`src/rtl/servo_pwm_gen.sv`:
```
// servo_pwm_gen
// Servo frame/pulse generator for the servo output stage. Position commands
// (0..255) arrive over a valid/ready handshake, and at most one command can be
// pending at a time. The block produces a fixed-period frame. Each frame starts
// with a high pulse. The pulse width follows the active position, and the
// active position can be rate-limited so it moves only a set amount per frame.
//
// Ports
//   clock        system clock
//   reset        synchronous, active-high
//   enable       1 = generate frames, 0 = idle with output low
//   cmd_valid    position command valid
//   cmd_pos      commanded position 0..255
//   cmd_ready    high when no command is pending; accept on cmd_valid & cmd_ready
//   pwm_out      servo pulse, high for the pulse width at the start of each frame
//   frame_start  high only for the first cycle of every frame
//   at_target    active position equals target position
module servo_pwm_gen #(
    parameter int FRAME_CYCLES = 1000000,
    parameter int MIN_PULSE    = 50000,
    parameter int MAX_PULSE    = 100000,
    parameter int STEP_CYCLES  = 196,
    parameter int SLEW_MAX     = 0,
    parameter int CENTER       = 128
) (
    input  logic       clock,
    input  logic       reset,
    input  logic       enable,
    input  logic       cmd_valid,
    input  logic [7:0] cmd_pos,
    output logic       cmd_ready,
    output logic       pwm_out,
    output logic       frame_start,
    output logic       at_target
);

    localparam int CW = (FRAME_CYCLES > 1) ? $clog2(FRAME_CYCLES) : 1;
    localparam logic [CW-1:0] LAST_COUNT = CW'(FRAME_CYCLES - 1);
    localparam logic [7:0]    CENTER_POS = 8'(CENTER);

    typedef enum logic {IDLE, RUN} state_t;

    state_t        state_q, state_d;
    logic [CW-1:0] counter_q, counter_d;
    logic [CW-1:0] width_q, width_d;
    logic [7:0]    pending_q, pending_d;
    logic          pending_valid_q, pending_valid_d;
    logic [7:0]    target_q, target_d;
    logic [7:0]    active_q, active_d;
    logic          pwm_out_q, pwm_out_d;
    logic          frame_start_q, frame_start_d;

    logic          apply;
    logic [7:0]    new_target;
    logic [7:0]    next_active;
    logic [7:0]    diff;

    // The 64-bit intermediate keeps MIN_PULSE + pos*STEP_CYCLES exact for
    // any parameter set. Clamping happens before narrowing to the counter width.
    function automatic logic [CW-1:0] pulse_width(input logic [7:0] pos);
        logic [63:0] full;
        full = 64'(MIN_PULSE) + 64'(pos) * 64'(STEP_CYCLES);
        if (full > 64'(MAX_PULSE)) begin
            full = 64'(MAX_PULSE);
        end
        return full[CW-1:0];
    endfunction

    // Next-state logic. The pwm_out and frame_start outputs are computed from
    // the next counter and width, so the registered outputs line up with the
    // counter. Counter value 0 is therefore the frame_start cycle and the
    // first pulse cycle.
    always_comb begin
        state_d         = state_q;
        counter_d       = counter_q;
        width_d         = width_q;
        pending_d       = pending_q;
        pending_valid_d = pending_valid_q;
        target_d        = target_q;
        active_d        = active_q;
        pwm_out_d       = 1'b0;
        frame_start_d   = 1'b0;

        // A new position takes effect at the start of a frame: either on the
        // IDLE->RUN edge or on the last cycle of a running frame.
        apply = ((state_q == IDLE) && enable) ||
                ((state_q == RUN) && enable && (counter_q == LAST_COUNT));

        new_target = pending_valid_q ? pending_q : target_q;
        diff       = (active_q > new_target) ? (active_q - new_target)
                                             : (new_target - active_q);

        if ((SLEW_MAX == 0) || (32'(diff) <= 32'(SLEW_MAX))) begin
            next_active = new_target;
        end else if (active_q > new_target) begin
            next_active = active_q - 8'(SLEW_MAX);
        end else begin
            next_active = active_q + 8'(SLEW_MAX);
        end

        // While a command is pending, cmd_ready is low, so a handshake and a
        // pending consume can never happen in the same cycle.
        if (cmd_valid && !pending_valid_q) begin
            pending_d       = cmd_pos;
            pending_valid_d = 1'b1;
        end

        if (apply) begin
            target_d        = new_target;
            pending_valid_d = 1'b0;
            active_d        = next_active;
            width_d         = pulse_width(next_active);
        end

        case (state_q)
            IDLE: begin
                counter_d = '0;
                if (enable) begin
                    state_d = RUN;
                end
            end
            RUN: begin
                if (!enable) begin
                    state_d   = IDLE;
                    counter_d = '0;
                end else if (counter_q == LAST_COUNT) begin
                    counter_d = '0;
                end else begin
                    counter_d = counter_q + 1'b1;
                end
            end
            default: begin
                state_d   = IDLE;
                counter_d = '0;
            end
        endcase

        if (state_d == RUN) begin
            frame_start_d = (counter_d == '0);
            pwm_out_d     = (counter_d < width_d);
        end
    end

    always_ff @(posedge clock) begin
        if (reset) begin
            state_q         <= IDLE;
            counter_q       <= '0;
            width_q         <= pulse_width(CENTER_POS);
            pending_q       <= '0;
            pending_valid_q <= 1'b0;
            target_q        <= CENTER_POS;
            active_q        <= CENTER_POS;
            pwm_out_q       <= 1'b0;
            frame_start_q   <= 1'b0;
        end else begin
            state_q         <= state_d;
            counter_q       <= counter_d;
            width_q         <= width_d;
            pending_q       <= pending_d;
            pending_valid_q <= pending_valid_d;
            target_q        <= target_d;
            active_q        <= active_d;
            pwm_out_q       <= pwm_out_d;
            frame_start_q   <= frame_start_d;
        end
    end

    assign cmd_ready   = !pending_valid_q;
    assign pwm_out     = pwm_out_q;
    assign frame_start = frame_start_q;
    assign at_target   = (active_q == target_q);

endmodule

```
`config.mk`:
```
export PLATFORM = sky130hd
export DESIGN_NAME = servo_pwm_gen
export DESIGN_NICKNAME = d
export VERILOG_FILES = /design/src/rtl/servo_pwm_gen.sv
export SDC_FILE = /design/constraint.sdc
export NUM_CORES = 1
export LEC_CHECK = 0
export BUFFER_PORTS_ARGS = -buffer_cell sky130_fd_sc_hd__buf_2
export CORE_MARGIN = 2
export CORE_UTILIZATION = 54
export DETAILED_ROUTE_END_ITERATION = 7
export HOLD_SLACK_MARGIN = 0.12
export MAX_ROUTING_LAYER = met4
export PLACE_DENSITY_LB_ADDON = 0.12
export SYNTH_ARGS = -nofsm -noshare
export SYNTH_HDL_FRONTEND = slang
export SYNTH_SLANG_ARGS = --single-unit
```
`constraint.sdc`:
```
create_clock -name clock -period 5.3 [get_ports clock]
set_input_delay 0.265 -clock clock [delete_from_list [all_inputs] [get_ports clock]]
set_output_delay 0.265 -clock clock [all_outputs]
set_load 0.05 [all_outputs]
```
* After elaboration in Yosys (flattened, before gate mapping) *
Index checks and enable logic that the tools add are counted.

storage, ports and cells
  bits in registers = 60
  input bits = 12
  output and inout bits = 4

cells by class
  $add $sub $neg = 2
  multipliers = 1
  magnitude comparators = 2
  equality and inequality tests = 1
  multiplexer cells = 7
  bitwise gates (word level) = 2
  reduce and logical (&&, ||, !) cells = 9

operator list
  operator                count
  $mux 20                 3
  $pmux 20 s2             1
  $add 20x1->20 const B   1
  $eq 20x20->1 const B    1
  $logic_not 20->1        1
  $lt 20x20->1            1
  $add 16x16->17 const A  1
  $gt 17x17->1 const B    1
  $mux 17                 1
  $mul 8x6->14 const B    1
  $mux 8                  1
  $logic_and 1x1->1       4
  $reduce_or 2->1         2
  $not 1->1               2
  $logic_not 1->1         1
  $logic_or 1x1->1        1
  $mux 1                  1

* Depth between registers and ports, before layout *
  depth after elaboration = 7
  gate-level depth with buffers = 25
  depth with buffers taken out = 23

* Worst setup path after synthesis *
OpenSTA, ideal clock, no wires.

  path kind = register to register
  start = register pending_valid_q
  end = register pwm_out_q, in the netlist pwm_out
  library setup time = 0.070 ns
  data arrival time = 5.651 ns
  data required time = 5.230 ns
  slack = -0.421 ns
  cell stages (with the launch flop) = 24
  buffers on the path = 1
  period minus slack after synthesis = 5.721 ns
  path through = dfxtp_1 buf_1 mux2i_1 inv_1 ha_1 fa_1 ha_1 ha_1 inv_1 fa_1 and2b_1 a21oi_1 nor3b_1 nand4b_2 o32ai_2 a21boi_0 ha_1 a21o_1 a21oi_1 nor2b_1 o211ai_1 a31oi_1 or3_1 a21oi_1

between the ends
  cells in the longest elaborated chain, start to end = 7

ends and longest elaborated chain
  what                    line  RTL
  from (decl)             47    logic pending_valid_q, pending_valid_d;
  from (signal assigned)  160   pending_valid_q <= pending_valid_d;
  $mux 8 *                89    new_target = pending_valid_q ? pending_q : target_q;
  via new_target[1]       54    logic [7:0] new_target;
  $mul 8x6->14 *          62    full = 64'(MIN_PULSE) + 64'(pos) * 64'(STEP_CYCLES);
  $add 16x16->17 *        62
  $gt 17x17->1            63    if (full > 64'(MAX_PULSE)) begin
  $mux 17 *               63
  $mux 20 *               108   if (apply) begin
  $lt 20x20->1 *          140   pwm_out_d = (counter_d < width_d);
  to (signal assigned)    163   pwm_out_q <= pwm_out_d;
  to (decl)               50    logic pwm_out_q, pwm_out_d;

The timed path passes the listed nets; every way through them passes the cells marked *.
A chain may end at the register's enable or synchronous reset.

* Final worst setup path *
Same ends and word-level chain as after synthesis.

==> metrics.cfg <==
[timing]
hold_viol_final=0
max_freq_mhz=189
rsz0062_at_grt=yes
tightest_slew_ns=0.993
finalSetupViolations=0
finClkSkew_ns=0.00830
slew_headroom_pct=33.3
min_period_ns=5.29
setup-tns-final_ns=0
slew_viol_final=0
min_period_over_period_pct=99.8
setup_slack_ns=0.0122

[die]
die_w_um=94.0
core-area_sq_um=7770
dieArea_sq_um=8830
fp.dieH_um=94.0
num_rows=32
io_pins=16
start_util_pct=56.3

[clocking]
cts_buffers=9
cts_tree=done
htree_levels=3
cts_sinks=60
clockRootBuffer=clkbuf_8
worst_skew_pair.late_latency_ns=0.34
cts_buffer_depth=2
path_clk_slew_ns=0.08

[synthesis]
synth_nets=577
syn_avg_cell_area_sq_um=8.54
syn_inst=512
synthFlopType=dfxtp_1
yosysSeqAreaShare_pct=27.5
yosysUniqueCellTypes=80
netlist_area_sq_um=4370
synth-edff-count=0
ys_ff_latch=60
synth-async-reset-ratio_pct=0
ys.warnings.count=0

[route]
antenna_left=0
drt_iter0_drc=156
wire_per_inst_um=15.6
via_count=3910
routed_wl_um=10600
drtPass1Iterations=4
post_drt_via_cell_ratio=5.75
drc=0

[grt]
grt_pass1_vias=3713
grt_pass1_wl_um=16900
antenna_found_initial=0
grt_max_degree=37
grt-ovfl-total=0
grt_use_total_pct=24.9

[job]
cap_violations=0

[setup_path]
cp.required_ns=5.57
crit_path_max_fanout=6
arrival_ns=5.56
cp-end-kind=flip-flop
startpoint_type=flip-flop
path_class=flip-flop to flip-flop

[placed_design]
portBuffers=14
gp_congestion=0.924
dp.cells=650
dp_slack_ns=-0.108
hpwl_um=7720

[cells_and_area]
drive_gt1_share_pct=26.0
layoutNonFillerInstCount=680
mostFrequentLayoutCells=nor2_1, dfxtp_1, buf_4
nNetsFinal=638
mostFrequentLayoutCell=nor2_1
area_growth_pct=23.0
diodes=0

[power]
pwr_density_cell_nw_per_um2=262
power_frac_clock_pct=30.2
netSwitchingFraction_pct=33.0
ir_drop_mv=0.168
p_switching_uw=465
intPower_uw=945
p_leak_uw=0.00234
p_comb_share_pct=35.5
power.share.sequential_pct=34.4

[worst_hold_path]
worstHoldPathType=input port to flip-flop

[outcome]
outcome=complete, no violations

==> path summary, 6_finish.rpt <==
path	from	to	slack, ns	cells after the start
worst min-delay path	cmd_pos[1]	pending_q[1]	0.15	3
worst max register to register	pending_valid_q	pwm_out	0.01	24
worst max-delay path	pending_valid_q	pwm_out	0.01	24
worst min register to register	width_q[18]	width_q[18]	0.44	2
==> cell usage after synthesis (all sizes together) (5+ instances only) <==
library cell	number	area, sq um
nor2	74	278
dfxtp	60	1200
ha	50	626
nand2	35	131
inv	23	86.3
o21ai	18	90.1
a21oi	16	80.1
xor2	16	140
xnor2	15	139
clkbuf	14	52.6
mux2i	14	140
nand3	14	70.1
and3	12	81.3
nor3	10	50.1
buf	8	60.1
nand4	8	50.1
nor2b	8	57.6
a31oi	7	43.8
a211oi	6	45.0
a21o	6	48.8
mux2	6	67.6
a211o	5	45.0
and2	5	33.8
o21a	5	37.5
or2	5	31.3
or3	5	36.3
==> power by group through the flow <==
stage          Clock, uW  Combinational [uW]  Sequential, uW
2_1_floorplan          0                 294             492
3_3_place_gp           0                 414             491
3_5_place_dp           0                 420             492
4_1_cts              429                 442             482
5_1_grt              457                 542             486
6_report             425                 500             484
==> worst max-delay path, cell delays in order (launching register included) <==
cell,delay [ns]
dfxtp_4,0.40
mux2i_4,0.25
inv_2,0.09
buf_6,0.12
ha_4,0.15
fa_1,0.45
ha_1,0.31
ha_2,0.18
inv_2,0.05
fa_2,0.43
and2b_2,0.23
buf_6,0.13
a2111oi_4,0.43
buf_4,0.20
a31o_4,0.19
o21ai_4,0.06
buf_4,0.17
a21o_2,0.21
ha_1,0.28
o21ai_2,0.14
a211oi_2,0.09
o41ai_2,0.05
a31oi_1,0.08
or3_1,0.38
a21oi_1,0.15
==> through the flow <==
step                      cell area [sq um]  total power [uW]  utilization [%]  hold WS, ns
after floorplan                        4430               786                -        0.412
after global placement                 4840               905             62.3        0.435
after detailed placement               4840               913             62.3        0.436
after CTS                              5120              1350             66.0        0.153
after global routing                   5380              1480             69.2        0.170
final                                  5380              1410             69.2        0.155
==> flip-flops by register name, indices dropped and copies added, names as in the netlist <==
register and count:
pending_valid_q 1, active_q 8, pwm_out 1, counter_q 20, width_q 20, state_q 1
frame_start 1, pending_q 8
==> area by class of cell <==
| cell class | instances | area (sq um) |
|---|---|---|
| Multi-Input combinational cell | 407 | 3240 |
| Clock buffer | 11 | 141 |
| Tap cell | 102 | 128 |
| Inverter | 23 | 86.3 |
| Sequential cell | 60 | 1200 |
| Clock inverter | 5 | 58.8 |
| Timing Repair Buffer | 72 | 517 |
| Fill cell | 627 | 2390 |
==> what timing repair did <==
item,in CTS,in global routing
gates resized for setup,13,35
setup endpoints to repair,1,1
pin swaps,14,33
setup buffers,5,9
hold buffers,0,0
==> cells by family (layout without fill, tap and decap cells) <==
logic type / count (synthesis) / count (layout) / synth area share [%]
AO/OA/AOI/OAI: 103 / 103 / 17.7
XOR/XNOR: 31 / 31 / 6.38
adder cells (fa/ha/maj): 53 / 53 / 15.7
buffers and inverters: 45 / 111 / 4.55
flip-flops: 60 / 60 / 27.5
multiplexers: 20 / 20 / 4.75
other: 1 / 1 / 0.0858
AND/OR/NAND/NOR: 199 / 199 / 23.4
==> metal layers <==
layer | vias to the layer above | global-route usage [%] | share of wire, %
met5 | - | - | 0
met1 | 1844 | 28.9 | 44
met3 | 26 | 4.74 | 3.4
met2 | 76 | 42.9 | 50
li1 | 1964 | - | -
met4 | 0 | 9.18 | 2.6
(Power assumes the default switching activity.)
